### config.mk
export PLATFORM = sky130hd
export DESIGN_NAME = fetch_pc_queue
export DESIGN_NICKNAME = d
export VERILOG_FILES = /design/src/rtl/fetch_pc_queue.sv
export SDC_FILE = /design/constraint.sdc
export NUM_CORES = 1
export LEC_CHECK = 0
export CAP_MARGIN = 20
export CORE_MARGIN = 2
export CORE_UTILIZATION = 57
export DETAILED_ROUTE_END_ITERATION = 8
export DONT_BUFFER_PORTS = 1
export GPL_ROUTABILITY_DRIVEN = 0
export PLACE_DENSITY_LB_ADDON = 0.2
export SYNTH_ARGS = -nofsm -noshare
export SYNTH_HDL_FRONTEND = slang
export SYNTH_SLANG_ARGS = --single-unit
### constraint.sdc
create_clock -name clk -period 8.15 [get_ports clk]
set_input_delay 1.2225 -clock clk [delete_from_list [all_inputs] [get_ports clk]]
set_output_delay 1.2225 -clock clk [all_outputs]
set_load 0.02 [all_outputs]
### src/rtl/fetch_pc_queue.sv
// Fetch PC register plus in-flight prediction queue; pc_reg updates 1 cycle after npc/redirect, mis_pdc is same-cycle.
// Push blocks on stall/full/redirect; pop/flush ignore stall. Optional counters under FETCH_PC_QUEUE_STAT_EN.
module fetch_pc_queue #(
   parameter int ADDR_WIDTH = 30,
   parameter int k_width    = 14,
   parameter int DEPTH      = 8,
   parameter logic [ADDR_WIDTH-1:0] RESET_PC = 30'h0700_0000
) (
   input  logic                  clk,
   input  logic                  rstn,
   input  logic                  stall,
   input  logic [ADDR_WIDTH-1:0] npc_pdc,
   input  logic                  taken_pdc,
   input  logic [1:0]            choice_pdch,
   input  logic [k_width-1:0]    pc_hashed_reg,
   input  logic                  flush_en,
   input  logic [ADDR_WIDTH-1:0] flush_pc,
   input  logic                  ex_valid,
   input  logic [ADDR_WIDTH-1:0] npc_ex,
   output logic [ADDR_WIDTH-1:0] pc_reg,
   output logic                  push_fire,
   output logic                  q_full,
   output logic                  mis_pdc,
   output logic [k_width-1:0]    pc_ex_hashed,
   output logic [1:0]            choice_pdch_ex,
`ifdef FETCH_PC_QUEUE_STAT_EN
   output logic [31:0]           stat_resolved,
   output logic [31:0]           stat_mispred,
`endif
   output logic                  taken_pdc_ex
);

   localparam int PW = $clog2(DEPTH);
   localparam logic [PW:0] FULL_CNT = (PW+1)'(DEPTH);

   typedef struct packed {
      logic [ADDR_WIDTH-1:0] npc;
      logic                  taken;
      logic [1:0]            choice;
      logic [k_width-1:0]    hashed;
   } entry_t;

   entry_t        mem [DEPTH];
   entry_t        head_ent;
   logic [PW-1:0] head;
   logic [PW-1:0] tail;
   logic [PW:0]   count;
   logic          empty;
   logic          pop;

   assign empty     = (count == '0);
   assign q_full    = (count == FULL_CNT);
   assign pop       = ex_valid && !empty;
   assign head_ent  = mem[head];
   assign mis_pdc   = pop && (head_ent.npc != npc_ex);
   assign push_fire = !stall && !q_full && !flush_en && !mis_pdc && rstn;

   // Storage is never read while empty, so the head fields are masked instead of resetting the array.
   assign pc_ex_hashed   = empty ? '0 : head_ent.hashed;
   assign choice_pdch_ex = empty ? '0 : head_ent.choice;
   assign taken_pdc_ex   = empty ? 1'b0 : head_ent.taken;

   always_ff @(posedge clk) begin
      if (push_fire)
         mem[tail] <= '{npc: npc_pdc, taken: taken_pdc, choice: choice_pdch, hashed: pc_hashed_reg};
   end

   always_ff @(posedge clk or negedge rstn) begin
      if (!rstn) begin
         pc_reg <= RESET_PC;
         head   <= '0;
         tail   <= '0;
         count  <= '0;
      end else if (flush_en) begin
         pc_reg <= flush_pc;
         head   <= '0;
         tail   <= '0;
         count  <= '0;
      end else if (mis_pdc) begin
         pc_reg <= npc_ex;
         head   <= '0;
         tail   <= '0;
         count  <= '0;
      end else begin
         if (push_fire) begin
            pc_reg <= npc_pdc;
            tail   <= tail + 1'b1;
         end
         if (pop)
            head <= head + 1'b1;
         count <= count + (PW+1)'(push_fire) - (PW+1)'(pop);
      end
   end

`ifdef FETCH_PC_QUEUE_STAT_EN
   // Both counters stick at all-ones rather than wrapping.
   always_ff @(posedge clk or negedge rstn) begin
      if (!rstn) begin
         stat_resolved <= '0;
         stat_mispred  <= '0;
      end else begin
         if (pop && (stat_resolved != 32'hFFFF_FFFF))
            stat_resolved <= stat_resolved + 32'd1;
         if (mis_pdc && (stat_mispred != 32'hFFFF_FFFF))
            stat_mispred <= stat_mispred + 32'd1;
      end
   end
`endif

endmodule

==> reports/results.md <==
| Parameter | This run | Unit |
|---|---|---|
| Average vias per placed instance | 6.50 | - |
| Top cells by area, synth | edfxtp_1 (66%), mux4_2 (9.7%), mux2i_1 (5.6%) | - |
| Post_cts resized | 0 | - |
| Share of the cycle needed by the critical path after routing | 71.4 | % |
| Later-pin clock latency in the skew report | 0.53 | ns |
| Setup Slack @ Placement | 2.55 | ns |
| Post-route DRC | 0 | - |
| Worst VDD drop | 0.203 | mV |
| Number of setup violations in the final report | 0 | - |
| Cells after synthesis | 909 | - |
| Most common flop cell mapped by yosys | edfxtp_1 | - |
| Flip-flop count of the largest register after layout | 376 | - |
| Chip height | 178 | um |
| Worst min-delay path class | in2async | - |
| Horizontal die dimension | 178 | um |
| Final-report max-slew violation count | 0 | - |
| Achievable Freq | 172 | MHz |
| Max Clock Skew | 0.0116 | ns |
| Unrepaired setup endpoints after global routing | no | - |
| Cts bufs inserted | 41 | - |
| Count of buffering cells on the critical path with inverters included | 2 | - |
| Number of I/O pins | 162 | - |
| Cell-by-cell listing of the critical path | buf_4, mux4_2, mux2i_1, xnor2_1, nor4_2, nand4_1, nor4_4, nor2_2, buf_4, nor2_1 | - |
| Switching pwr | 0.00119 | W |
| Cell variety after synth | 47 | - |
| Total length of routed wires | 37600 | um |
| Worst-path fanout max | 38 | - |
| Busiest grt layer | met2 | - |
| Iter 0 DRT Violations | 798 | - |
| Data arrival time of the critical path | 4.59 | ns |
| Internal power of the cells | 0.00361 | W |
| Detailed-route wire length per cell | 28.1 | um |
| Largest net degree at the start of global routing | 66 | - |
| Detailed Routing Iterations Pass 1 | 5 | - |
| Effective utilization at floorplan | 58.0 | % |
| Worst slew slack as a fraction of its limit | 28.0 | % |
| Floorplan die area | 31600 | um^2 |
| CTS tree | done | - |
| Clock buffer depth | 3 | - |
| GRT overflow | 0 | - |
| Run status | complete, no violations | - |
| Peak per-stage delay on the critical path | 0.90 | ns |
| Data required time of the worst path | 6.93 | ns |
| Number of buffers added for setup after CTS | 0 | - |
| Synthesis-to-finish area growth | 10.0 | % |
| Post-synth top area share | 65.7 | % |
| Number of vias in the routed layout | 8708 | - |
| Seq/Total Area, Yosys | 71.6 | % |
| Number of inserted filler cells in the final layout | 2017 | - |
| Wire length of the first global-routing pass | 56200 | um |
| H-Tree Depth | 2 | - |
| Type of the worst setup path | reg2out | - |
| Clock period minus worst slack | 5.82 | ns |
| Number of nets produced by synthesis | 1030 | - |
| Kind of end point of the critical path | primary output | - |
| Number of synthesized register bits | 416 | - |
| Static Leakage | 6.10 | nW |
| Overall global routing resource usage | 24.4 | % |
| Synthesized cell area | 17200 | um^2 |
| Routing usage on met1 | 35.2 | % |
| Via count of the first global-routing pass | 9068 | - |
| Number of diodes | 0 | - |
| Fraction of met2 tracks used by global routing | 38.7 | % |
| Setup crit start kind | flip-flop | - |
| Number of buffers inserted for hold repair after clock tree synthesis | 0 | - |
| Count of buffers from port buffering | 0 | - |
| Most repeated library cell on the critical path | buf_4 | - |
| Clock input transition at the sequential cells of the worst setup and hold paths | 0.06 | ns |
| Sum of net half-perimeters after detailed placement | 22400 | um |
| Power per standard cell area | 254 | nW/um^2 |
| Cell family with most CP delay | simple AND/OR/NAND/NOR gates | - |
| Standard-cell row count | 63 | - |
| Final setup TNS | 0 | ns |
| Switching share of power | 24.7 | % |
| Post-route setup slack | 2.33 | ns |
| Portion of total power attributed to combinational logic | 10.9 | % |
| Register share of total power | 52.0 | % |
| Share of layout cells above drive strength 1 | 18.7 | % |
| FFs w/ async S/R, synth | 9.62 | % |
| Floorplan Core Area | 29600 | um^2 |
| Least-Margin Pin Slew | 1.08 | ns |
| Initial antenna violation count | 0 | - |
| GR met3 Demand/Resource | 5.06 | % |
| Clock root buffer | clkbuf_16 | - |
| Avg Inst Size Synth | 18.9 | um^2 |
| Total number of yosys warnings | 0 | - |
| Clock sink total | 416 | - |
| Number of enable flip-flop cells after synthesis | 376 | - |
| Slowest cell on the critical path | dfrtp_4 | - |
| Final ANT Viol Nets | 0 | - |
| Fin Hold WS | 0.388 | ns |
| Top cell type by total area after synthesis | edfxtp_1 | - |
| Proportion of power drawn by the clock network | 37.1 | % |
| Max-cap violation count | 0 | - |
| Fin nets | 1037 | - |
| Final Hold Vio Count | 0 | - |
## worst reg2reg max path, delay by kind of cell, from the launching register on
kind | cells | cell delay [ns]
mux | 2 | 0.81
flops | 1 | 0.90
xor+xnor | 1 | 0.12
buf+inv | 3 | 1.57
simple gates | 5 | 1.80
## placed cells by master (no fill, tap or decap), types with 10 or more instances in the layout
| cell | instances |
|---|---|
| a22o_1 | 32 |
| buf_4 | 23 |
| clkbuf_1 | 10 |
| clkbuf_16 | 43 |
| clkinv_1 | 13 |
| dfrtp_1 | 34 |
| edfxtp_1 | 376 |
| mux2i_1 | 96 |
| mux4_2 | 74 |
| nand2_1 | 12 |
| nor2_1 | 27 |
| o21ai_1 | 30 |
| o31a_1 | 30 |
| xnor2_1 | 19 |
| xor2_1 | 10 |
## per-stage QoR
stage               instances  total power, W  util [%]  cell area [um^2]
floorplan                 909         0.00293         -             17200
global placement         1262         0.00303      59.4             17600
detailed placement       1262         0.00306      59.4             17600
CTS                      1338         0.00483      63.7             18900
global route             1339         0.00497      63.8             18900
finish                   1339         0.00480      63.8             18900
## worst paths after layout
check | from | endpoint | slack (ns) | depth (start not counted)
worst max-delay path | head[0] | push_fire | 2.33 | 10
worst min-delay path | rstn | pc_reg[1] | 0.39 | 0
worst max register to register | head[0] | mem[0][1] | 2.56 | 11
worst min register to register | tail[2] | tail[2] | 0.67 | 2
max in group asynchronous | rstn | pc_reg[26] | 7.57 | 0
min in group clk | tail[2] | tail[2] | 0.67 | 2
## routing by layer
metal / share of wire, % / vias up
met5: 0 / -
met4: 1.8 / 0
met3: 8.0 / 44
met2: 48 / 391
met1: 42 / 4562
li1: - / 3711
## cells by family (layout without fill, tap and decap cells)
| kind of cell | after synthesis | after routing | share of synthesized area [%] |
|---|---|---|---|
| AO/OA/AOI/OAI | 123 | 123 | 5.32 |
| XOR/XNOR | 29 | 29 | 1.48 |
| adder cells (fa/ha/maj) | 9 | 9 | 0.699 |
| buffers and inverters | 69 | 109 | 2.06 |
| flip-flops | 416 | 416 | 71.6 |
| multiplexers | 180 | 180 | 15.9 |
| AND/OR/NAND/NOR | 83 | 83 | 2.95 |
## layout make-up
class                           instances  area, um^2  share of cell area (%)
Clock buffer                           53        1110                    5.89
Sequential cell                       416       12300                    65.1
Inverter                                9        33.8                   0.179
Clock inverter                         23         158                   0.834
Multi-Input combinational cell        424        4610                    24.4
Timing Repair Buffer                   24         200                    1.06
Tap cell                              390         488                    2.58
## synthesized netlist by cell type, drive strengths merged, types with 3 or more instances
| cell type | n |
|---|---|
| nor4b | 4 |
| a22o | 32 |
| dfstp | 3 |
| mux2 | 10 |
| ha | 8 |
| edfxtp | 376 |
| buf | 33 |
| a21oi | 8 |
| clkbuf | 27 |
| xnor2 | 19 |
| mux4 | 74 |
| xor2 | 10 |
| o22ai | 4 |
| dfrtp | 37 |
| nor3 | 5 |
| nor2b | 4 |
| o21ai | 30 |
| nor2 | 28 |
| nand2 | 12 |
| nor4 | 5 |
| inv | 9 |
| o31a | 30 |
| a221oi | 6 |
| nand2b | 7 |
| a22oi | 6 |
| mux2i | 96 |
| and3 | 6 |
| nand4 | 4 |
## power groups by stage
stage	Sequential [W]	Combinational (W)	Clock, W
floorplan	0.00252	0.000403	0
global route	0.00250	0.000567	0.00190
global placement	0.00254	0.000493	0
CTS	0.00250	0.000524	0.00181
finish	0.00249	0.000522	0.00178
detailed placement	0.00254	0.000521	0
No activity file was read; power rests on OpenSTA's default activity.
